### src/rtl/mem_port_arbiter_if.sv
// mem_port_arbiter_if: fetch, data-stage and memory-side signals of the shared memory port.
interface mem_port_arbiter_if #(
    parameter int ADDR_W = 32,
    parameter int DATA_W = 32
);
    logic              if_req_valid;
    logic [ADDR_W-1:0] if_req_addr;
    logic              if_req_ready;
    logic              if_rsp_valid;
    logic [DATA_W-1:0] if_rsp_data;
    logic              dm_req_valid;
    logic              dm_req_we;
    logic [ADDR_W-1:0] dm_req_addr;
    logic [DATA_W-1:0] dm_req_wdata;
    logic              dm_req_ready;
    logic              dm_rsp_valid;
    logic [DATA_W-1:0] dm_rsp_rdata;
    logic              mem_req_valid;
    logic              mem_req_we;
    logic [ADDR_W-1:0] mem_req_addr;
    logic [DATA_W-1:0] mem_req_wdata;
    logic              mem_rsp_valid;
    logic [DATA_W-1:0] mem_rsp_rdata;
    logic              busy;
    logic              protocol_err;

    modport slave (
        input  if_req_valid, if_req_addr, dm_req_valid, dm_req_we, dm_req_addr, dm_req_wdata,
               mem_rsp_valid, mem_rsp_rdata,
        output if_req_ready, if_rsp_valid, if_rsp_data, dm_req_ready, dm_rsp_valid, dm_rsp_rdata,
               mem_req_valid, mem_req_we, mem_req_addr, mem_req_wdata, busy, protocol_err
    );

    modport master (
        output if_req_valid, if_req_addr, dm_req_valid, dm_req_we, dm_req_addr, dm_req_wdata,
               mem_rsp_valid, mem_rsp_rdata,
        input  if_req_ready, if_rsp_valid, if_rsp_data, dm_req_ready, dm_rsp_valid, dm_rsp_rdata,
               mem_req_valid, mem_req_we, mem_req_addr, mem_req_wdata, busy, protocol_err
    );
endinterface

### src/rtl/mem_port_arbiter.sv
// mem_port_arbiter: shares one memory port between fetch and data stage, one transaction
// outstanding, data priority bounded by a fetch starvation counter.
module mem_port_arbiter #(
    parameter int ADDR_W     = 32,
    parameter int DATA_W     = 32,
    parameter int STARVE_MAX = 4
) (
    input  logic              clk,
    input  logic              rst,
    mem_port_arbiter_if.slave io_bus
);
    localparam int SW = $clog2(STARVE_MAX + 1);

    typedef enum logic [1:0] {IDLE, WAIT_I, WAIT_D} state_t;

    state_t            r_state, w_next;
    logic [SW-1:0]     r_starve, w_starve_next;
    logic [ADDR_W-1:0] r_addr;
    logic              r_we;
    logic [DATA_W-1:0] r_wdata;
    logic              r_req_pulse;
    logic              r_if_rsp_valid, r_dm_rsp_valid;
    logic [DATA_W-1:0] r_if_rsp_data, r_dm_rsp_data;
    logic              r_err;
    logic              w_idle, w_starved, w_dm_win, w_if_win, w_rsp_ok;

    // Readies are gated by rst so every output reads 0 while reset is held.
    assign w_idle    = (r_state == IDLE) && !rst;
    assign w_starved = io_bus.if_req_valid && (r_starve == SW'(STARVE_MAX));
    assign w_dm_win  = w_idle && io_bus.dm_req_valid && !w_starved;
    assign w_if_win  = w_idle && io_bus.if_req_valid && !w_dm_win;
    assign w_rsp_ok  = io_bus.mem_rsp_valid && !r_req_pulse && (r_state != IDLE);

    always_comb begin
        w_next        = r_state;
        w_starve_next = r_starve;
        if (w_dm_win) begin
            w_next = WAIT_D;
            if (io_bus.if_req_valid && (r_starve != SW'(STARVE_MAX)))
                w_starve_next = r_starve + 1'b1;
        end else if (w_if_win) begin
            w_next        = WAIT_I;
            w_starve_next = '0;
        end else if (w_rsp_ok) begin
            w_next = IDLE;
        end
    end

    always_ff @(posedge clk or posedge rst) begin
        if (rst) begin
            r_state        <= IDLE;
            r_starve       <= '0;
            r_addr         <= '0;
            r_we           <= 1'b0;
            r_wdata        <= '0;
            r_req_pulse    <= 1'b0;
            r_if_rsp_valid <= 1'b0;
            r_dm_rsp_valid <= 1'b0;
            r_if_rsp_data  <= '0;
            r_dm_rsp_data  <= '0;
            r_err          <= 1'b0;
        end else begin
            r_state        <= w_next;
            r_starve       <= w_starve_next;
            r_req_pulse    <= w_dm_win || w_if_win;
            r_if_rsp_valid <= w_rsp_ok && (r_state == WAIT_I);
            r_dm_rsp_valid <= w_rsp_ok && (r_state == WAIT_D);
            if (w_dm_win) begin
                r_addr  <= io_bus.dm_req_addr;
                r_we    <= io_bus.dm_req_we;
                r_wdata <= io_bus.dm_req_wdata;
            end else if (w_if_win) begin
                r_addr  <= io_bus.if_req_addr;
                r_we    <= 1'b0;
                r_wdata <= '0;
            end
            if (w_rsp_ok && (r_state == WAIT_I))
                r_if_rsp_data <= io_bus.mem_rsp_rdata;
            if (w_rsp_ok && (r_state == WAIT_D))
                r_dm_rsp_data <= io_bus.mem_rsp_rdata;
            // A response with nothing outstanding, or in the request cycle itself, is illegal.
            if (io_bus.mem_rsp_valid && ((r_state == IDLE) || r_req_pulse))
                r_err <= 1'b1;
        end
    end

    assign io_bus.if_req_ready  = w_if_win;
    assign io_bus.dm_req_ready  = w_dm_win;
    assign io_bus.if_rsp_valid  = r_if_rsp_valid;
    assign io_bus.if_rsp_data   = r_if_rsp_data;
    assign io_bus.dm_rsp_valid  = r_dm_rsp_valid;
    assign io_bus.dm_rsp_rdata  = r_dm_rsp_data;
    assign io_bus.mem_req_valid = r_req_pulse;
    assign io_bus.mem_req_we    = r_we;
    assign io_bus.mem_req_addr  = r_addr;
    assign io_bus.mem_req_wdata = r_wdata;
    assign io_bus.busy          = (r_state != IDLE);
    assign io_bus.protocol_err  = r_err;
endmodule
### src/flat_wrapper.sv
// flat-port wrapper written by rule: the top's interface ports become plain ports
module mem_port_arbiter_flat 
#(
    parameter int ADDR_W     = 32,
    parameter int DATA_W     = 32,
    parameter int STARVE_MAX = 4
)
  (clk, rst, io_bus_if_req_valid, io_bus_if_req_addr, io_bus_dm_req_valid, io_bus_dm_req_we, io_bus_dm_req_addr, io_bus_dm_req_wdata, io_bus_mem_rsp_valid, io_bus_mem_rsp_rdata, io_bus_if_req_ready, io_bus_if_rsp_valid, io_bus_if_rsp_data, io_bus_dm_req_ready, io_bus_dm_rsp_valid, io_bus_dm_rsp_rdata, io_bus_mem_req_valid, io_bus_mem_req_we, io_bus_mem_req_addr, io_bus_mem_req_wdata, io_bus_busy, io_bus_protocol_err);
  mem_port_arbiter_if #(.ADDR_W(ADDR_W), .DATA_W(DATA_W)) io_bus_i ();
  input  logic clk;
  input  logic rst;
  input wire logic [$bits(io_bus_i.if_req_valid)-1:0] io_bus_if_req_valid;
  input wire logic [$bits(io_bus_i.if_req_addr)-1:0] io_bus_if_req_addr;
  input wire logic [$bits(io_bus_i.dm_req_valid)-1:0] io_bus_dm_req_valid;
  input wire logic [$bits(io_bus_i.dm_req_we)-1:0] io_bus_dm_req_we;
  input wire logic [$bits(io_bus_i.dm_req_addr)-1:0] io_bus_dm_req_addr;
  input wire logic [$bits(io_bus_i.dm_req_wdata)-1:0] io_bus_dm_req_wdata;
  input wire logic [$bits(io_bus_i.mem_rsp_valid)-1:0] io_bus_mem_rsp_valid;
  input wire logic [$bits(io_bus_i.mem_rsp_rdata)-1:0] io_bus_mem_rsp_rdata;
  output wire logic [$bits(io_bus_i.if_req_ready)-1:0] io_bus_if_req_ready;
  output wire logic [$bits(io_bus_i.if_rsp_valid)-1:0] io_bus_if_rsp_valid;
  output wire logic [$bits(io_bus_i.if_rsp_data)-1:0] io_bus_if_rsp_data;
  output wire logic [$bits(io_bus_i.dm_req_ready)-1:0] io_bus_dm_req_ready;
  output wire logic [$bits(io_bus_i.dm_rsp_valid)-1:0] io_bus_dm_rsp_valid;
  output wire logic [$bits(io_bus_i.dm_rsp_rdata)-1:0] io_bus_dm_rsp_rdata;
  output wire logic [$bits(io_bus_i.mem_req_valid)-1:0] io_bus_mem_req_valid;
  output wire logic [$bits(io_bus_i.mem_req_we)-1:0] io_bus_mem_req_we;
  output wire logic [$bits(io_bus_i.mem_req_addr)-1:0] io_bus_mem_req_addr;
  output wire logic [$bits(io_bus_i.mem_req_wdata)-1:0] io_bus_mem_req_wdata;
  output wire logic [$bits(io_bus_i.busy)-1:0] io_bus_busy;
  output wire logic [$bits(io_bus_i.protocol_err)-1:0] io_bus_protocol_err;
  assign io_bus_i.if_req_valid = io_bus_if_req_valid;
  assign io_bus_i.if_req_addr = io_bus_if_req_addr;
  assign io_bus_i.dm_req_valid = io_bus_dm_req_valid;
  assign io_bus_i.dm_req_we = io_bus_dm_req_we;
  assign io_bus_i.dm_req_addr = io_bus_dm_req_addr;
  assign io_bus_i.dm_req_wdata = io_bus_dm_req_wdata;
  assign io_bus_i.mem_rsp_valid = io_bus_mem_rsp_valid;
  assign io_bus_i.mem_rsp_rdata = io_bus_mem_rsp_rdata;
  assign io_bus_if_req_ready = io_bus_i.if_req_ready;
  assign io_bus_if_rsp_valid = io_bus_i.if_rsp_valid;
  assign io_bus_if_rsp_data = io_bus_i.if_rsp_data;
  assign io_bus_dm_req_ready = io_bus_i.dm_req_ready;
  assign io_bus_dm_rsp_valid = io_bus_i.dm_rsp_valid;
  assign io_bus_dm_rsp_rdata = io_bus_i.dm_rsp_rdata;
  assign io_bus_mem_req_valid = io_bus_i.mem_req_valid;
  assign io_bus_mem_req_we = io_bus_i.mem_req_we;
  assign io_bus_mem_req_addr = io_bus_i.mem_req_addr;
  assign io_bus_mem_req_wdata = io_bus_i.mem_req_wdata;
  assign io_bus_busy = io_bus_i.busy;
  assign io_bus_protocol_err = io_bus_i.protocol_err;
  mem_port_arbiter #(.ADDR_W(ADDR_W), .DATA_W(DATA_W), .STARVE_MAX(STARVE_MAX)) u_core (.clk(clk), .rst(rst), .io_bus(io_bus_i));
endmodule
### config.mk
export PLATFORM = sky130hd
export DESIGN_NAME = mem_port_arbiter_flat
export DESIGN_NICKNAME = d
export VERILOG_FILES = /design/src/rtl/mem_port_arbiter_if.sv /design/src/rtl/mem_port_arbiter.sv /design/src/flat_wrapper.sv
export SDC_FILE = /design/constraint.sdc
export NUM_CORES = 1
export LEC_CHECK = 0
export ABC_AREA = 1
export CORE_ASPECT_RATIO = 1.4
export CORE_MARGIN = 2
export CORE_UTILIZATION = 40
export DETAILED_ROUTE_END_ITERATION = 8
export GPL_TIMING_DRIVEN = 1
export PLACE_DENSITY = 0.79
export REMOVE_ABC_BUFFERS = 1
export SLEW_MARGIN = 20
export SYNTH_ARGS = -nofsm -noshare
export SYNTH_HDL_FRONTEND = slang
export SYNTH_SLANG_ARGS = --single-unit
### constraint.sdc
create_clock -name clk -period 3.45 [get_ports clk]
set_input_delay 0.345 -clock clk [delete_from_list [all_inputs] [get_ports clk]]
set_output_delay 0.345 -clock clk [all_outputs]
set_load 0.01 [all_outputs]
# Word level (Yosys, flattened, before mapping)

Cells that the tools add are included.

Bits in registers: 138
Input port bits: 134
Output and inout bits: 136
Logic and storage cells: 52

Add/sub/neg operators: 1
Equal/unequal tests: 5
Multiplexer cells: 12
Reduce and logical (&&, ||, !) cells: 23

Operators by type and width:

| cell                | count |
|---|---|
| $mux 32             | 4 |
| $logic_and 1x1->1   | 12 |
| $mux 3              | 3 |
| $mux 2              | 3 |
| $logic_not 1->1     | 4 |
| $reduce_bool 2->1   | 2 |
| $add 3x1->3 const B | 1 |
| $eq 3x3->1 const B  | 1 |
| $ne 3x3->1 const B  | 1 |
| $reduce_bool 3->1   | 1 |
| $eq 2x1->1 const B  | 1 |
| $eq 2x2->1 const B  | 1 |
| $logic_not 2->1     | 1 |
| $logic_or 1x1->1    | 2 |
| $mux 1              | 2 |
| $ne 2x2->1 const B  | 1 |
| $reduce_and 2->1    | 1 |

# Depth between registers and ports, before layout

Word-level depth: 8
Depth in mapped cells: 8
Mapped depth without buffers: 7

# Worst setup path before layout

No wires, ideal clock.

Path kind: in2out
From: in rst
To: out io_bus_if_req_ready
Arrival time: 2.747 ns
Data required time: 3.105 ns
Slack: 0.358 ns
Stages on the path: 6
Buffers on the path: 1
Cells stage by stage: inv_2 nand2_2 nor2_4 buf_4 nand2_1 inv_1

Longest elaborated chain between the ends: 6
Elaborated cells between the ends (all ways): 7

Ends and longest elaborated chain:

| item                            | RTL line               | text |
|---|---|---|
| start, declared                 | flat_wrapper.sv:11     | `input logic rst;` |
| $logic_not 1->1 (*)             | mem_port_arbiter.sv:28 | `assign w_idle = (r_state == IDLE) && !rst;` |
| $logic_and 1x1->1 (*)           | mem_port_arbiter.sv:28 |  |
| $logic_and 1x1->1 (2 in series) | mem_port_arbiter.sv:30 | `assign w_dm_win = w_idle && io_bus.dm_req_valid && !w_starved;` |
| $logic_not 1->1                 | mem_port_arbiter.sv:31 | `assign w_if_win = w_idle && io_bus.if_req_valid && !w_dm_win;` |
| $logic_and 1x1->1 (*)           | mem_port_arbiter.sv:31 |  |
| end, declared                   | flat_wrapper.sv:20     | `output wire logic [$bits(io_bus_i.if_req_ready)-1:0] io_bus_if_req_ready;` |

Mark *: on every way between the ends. The rest lies on a longest branch, timed or not.

# Worst setup path in the final report

From: in io_bus_if_req_valid
To: out io_bus_if_req_ready

Longest elaborated chain between the ends: 5
Elaborated cells between the ends (all ways): 6

Ends and longest elaborated chain:

| item                  | RTL line               | text |
|---|---|---|
| start, declared       | flat_wrapper.sv:12     | `input wire logic [$bits(io_bus_i.if_req_valid)-1:0] io_bus_if_req_valid;` |
| $logic_and 1x1->1     | mem_port_arbiter.sv:29 | `assign w_starved = io_bus.if_req_valid && (r_starve == SW'(STARVE_MAX));` |
| $logic_not 1->1       | mem_port_arbiter.sv:30 |  |
| $logic_and 1x1->1     | mem_port_arbiter.sv:30 |  |
| $logic_not 1->1       | mem_port_arbiter.sv:31 |  |
| $logic_and 1x1->1 (*) | mem_port_arbiter.sv:31 |  |

Marked as above.

==> impl_results.md <==
- Via count of the first global-routing pass: 5004
- RSZ-0062 raised after global routing: no
- CP Cell Sequence: clkdlybuf4s50_1, nand3_1, nand2_2, nand2_1, inv_1, clkdlybuf4s50_1
- Non-Filler Instances: 1058
- CP Max Fanout: 7
- #FFs+latches synth: 138
- VDD IR max: 0.368 mV
- Clock root buffer: sky130_fd_sc_hd__clkbuf_16
- Per-cell routed wire length: 14.9 um
- PwrDens: 873 nW/um2
- Critical Path Sink: io_bus_if_req_ready
- Leakage component of the power: 4.22 nW
- Hold Path Class: in2async
- Fmax: 0.417 GHz
- Filler Cell Count: 1071
- Measured slew at the worst slew-check pin: 816 ps
- Number of antenna violations at the first check in global routing: 0
- Final TNS setup: 0 ps
- Sequential fraction of the synthesis area: 62.7%
- Overall power of the completed layout: 0.00781 W
- Slew headroom: 45.4%
- Commonest non-fill, non-tap cells in the layout: sky130_fd_sc_hd__clkdlybuf4s50_1 (269), sky130_fd_sc_hd__nand2_1 (232), sky130_fd_sc_hd__dfrtp_1 (138), sky130_fd_sc_hd__nand3_1 (67), sky130_fd_sc_hd__o21ai_0 (49)
- Total placed cells including tap cells: 1027
- Pin count of the biggest net entering global routing: 70
- Reg2reg setup slack: 1600 ps
- Max-slew violation count: 0
- Sort of element at the end of the critical path: primary output
- Required @ worst endpoint: 3110 ps
- Core region area: 13500 um2
- Via count: 5046
- Clock slew at reported path FFs: 60 ps
- Shortest period the worst path allows: 2400 ps
- CP Launch Point: io_bus_if_req_valid
- TritonCTS Buffers: 17
- Clock insertion delay at the later pin of the skew report: 410 ps
- Post-cts sizing count: 0
- Most common cell after layout, fill and taps aside: sky130_fd_sc_hd__clkdlybuf4s50_1
- Fraction of layout instances using a drive strength above 1: 6.05%
- Seq. cell area: 3450 um2
- Yosys warns: 0
- R2R cell count: 8
- Final critical-path share of the clock period: 69.4%
- Beginning of the worst register-to-register path: u_core.r_starve[0]
- Hold buffer count at CTS: 0
- Highest cell delay on the worst timing path: 690 ps
- Die Outline Area: 14700 um2
- Chip Width: 103 um
- Total of endpoints with negative setup slack in the final report: 0
- Largest buffer count on any clock path: 2
- Multi-input gate area in the final layout: 1700 um2
- Endpoint arrival time on the critical path: 2050 ps
- Global-route wire length before repair: 24.5 mm
- Outcome: complete, no violations
- Number of detailed-route iterations in the first pass: 4
- Remaining Overflow, GRT: 0
- Final standard cell utilization of the core: 66.5%
- Clock tree from TritonCTS: yes
- CTS sink count: 138
- Number of remaining DRC errors: 0
- Starting Density: 41.0%
- Number of endpoints with negative hold slack in the final report: 0
- Chip height: 143 um
- Synthesized area divided by synthesized cell count: 9.16 um2
- Growth of design area from synthesis to finish: 62.4%
- Estimated wirelength of the detail-placed design: 11.3 mm
- Most frequent CP cell: sky130_fd_sc_hd__clkdlybuf4s50_1
- CP Launch Type: input pin
- Post-CTS setup repair buffer count: 0
- Number of H-tree branching levels: 4
- Final Wtd Congestion: 0.790
- Number of antenna cells inserted: 0
- Worst reg2reg endpoint: u_core.io_bus.mem_req_wdata[14]
- Yosys cell types: 20
- Synthesized instance count: 602
- DRT antenna net count: 0
- Slowest cell on the critical path: sky130_fd_sc_hd__clkdlybuf4s50_1
- Drt via density: 4.77
- Port Buf Inserts: 269
- Start-to-end type of the worst setup path: in2out
- # IOs: 270
- First-iteration detailed-routing DRC count: 159
- Count of maximum capacitance violations: 0
- All-layer global routing usage: 21.7%
- Placement row count: 50
- Cell Area, Synth: 5510 um2
- Aggregate routed wire length: 15.7 mm
- Final setup skew: 7.44 ps
- Number of nets in the finished design: 1000
==> kinds of logic (layout without fill, tap and decap cells) <==
group / after synthesis / in the layout / synth area share, %
buf+inv: 79 / 353 / 6.74
xor+xnor: 1 / 1 / 0.159
fa+ha+maj: 2 / 2 / 0.454
simple gates: 313 / 313 / 23.6
flops: 138 / 138 / 62.7
compound gates: 69 / 69 / 6.38
==> report_power, final <==
group / internal, W / switching, W / leakage (nW) / total, W
clock: 0.00121 / 0.000701 / 0.297 / 0.00192
combinational: 0.00170 / 0.00144 / 2.18 / 0.00314
sequential: 0.00235 / 0.000411 / 1.74 / 0.00276
==> layout make-up <==
class | count | area share [%]
clock buffers | 18 | 4.80
clock inverters | 13 | 2.15
inverters | 44 | 1.90
multi-input cells | 385 | 19.0
flip-flops and latches | 138 | 38.6
well taps | 182 | 2.54
repair buffers | 278 | 31.0
==> layer usage <==
metal  vias up  share of wire [%]  wire length (um)  global-route usage, %
li1       2421                  -                 -                      -
met1      2388                 38              5900                   23.5
met2       208                 53              8270                   38.9
met3        29                7.6              1190                   6.80
met4         0                2.3               359                   8.31
met5         -                  0                 0                      0
==> worst min-delay path by stage <==
stage / from / end / slack (ps) / depth (start not counted)
after floorplan: io_bus_dm_req_wdata[0] / u_core.io_bus.mem_req_wdata[0] / 460 / 2
after global placement: u_core.io_bus.mem_req_wdata[18] / u_core.io_bus.mem_req_wdata[18] / 450 / 2
after detailed placement: u_core.io_bus.mem_req_wdata[13] / u_core.io_bus.mem_req_wdata[13] / 460 / 2
after CTS: rst / u_core.io_bus.mem_req_addr[12] / 310 / 2
after global routing: rst / u_core.io_bus.mem_req_addr[7] / 330 / 2
final: rst / u_core.io_bus.mem_req_addr[4] / 330 / 2
==> state kept, by name, summed over array words and instances (netlist names) <==
signal and count:
u_core.io_bus.mem_req_wdata 32, u_core.io_bus.if_rsp_data 32, u_core.r_state 2, u_core.io_bus.if_rsp_valid 1, u_core.io_bus.dm_rsp_rdata 32, u_core.io_bus.mem_req_we 1
u_core.r_starve 3, u_core.io_bus.mem_req_valid 1, u_core.io_bus.protocol_err 1, u_core.io_bus.dm_rsp_valid 1, u_core.io_bus.mem_req_addr 32
==> metrics by stage <==
stage / setup slack (ps) / hold WS [ps] / cell area [um2]
2_1_floorplan: 13.5 / 462 / 5310
3_3_place_gp: 1060 / 453 / 8330
3_5_place_dp: 1050 / 457 / 8330
4_1_cts: 1040 / 312 / 8950
5_1_grt: 981 / 329 / 8950
6_report: 1050 / 327 / 8950
==> synthesized netlist by cell type, drive strengths merged <==
library cell / n / area (um2)
nand2: 235 / 890
dfrtp: 138 / 3450
nand3: 69 / 345
o21ai: 68 / 344
inv: 44 / 165
buf: 33 / 199
nor2: 6 / 47.6
nand4: 3 / 18.8
clkbuf: 2 / 7.51
ha: 2 / 25.0
o21bai: 1 / 7.51
xor2: 1 / 8.76
==> critical path, delay by kind of cell <==
kind	cells	cell delay [ps]
buffers and inverters	3	1300
AND/OR/NAND/NOR	3	400
No activity file was read; power rests on OpenSTA's default activity.
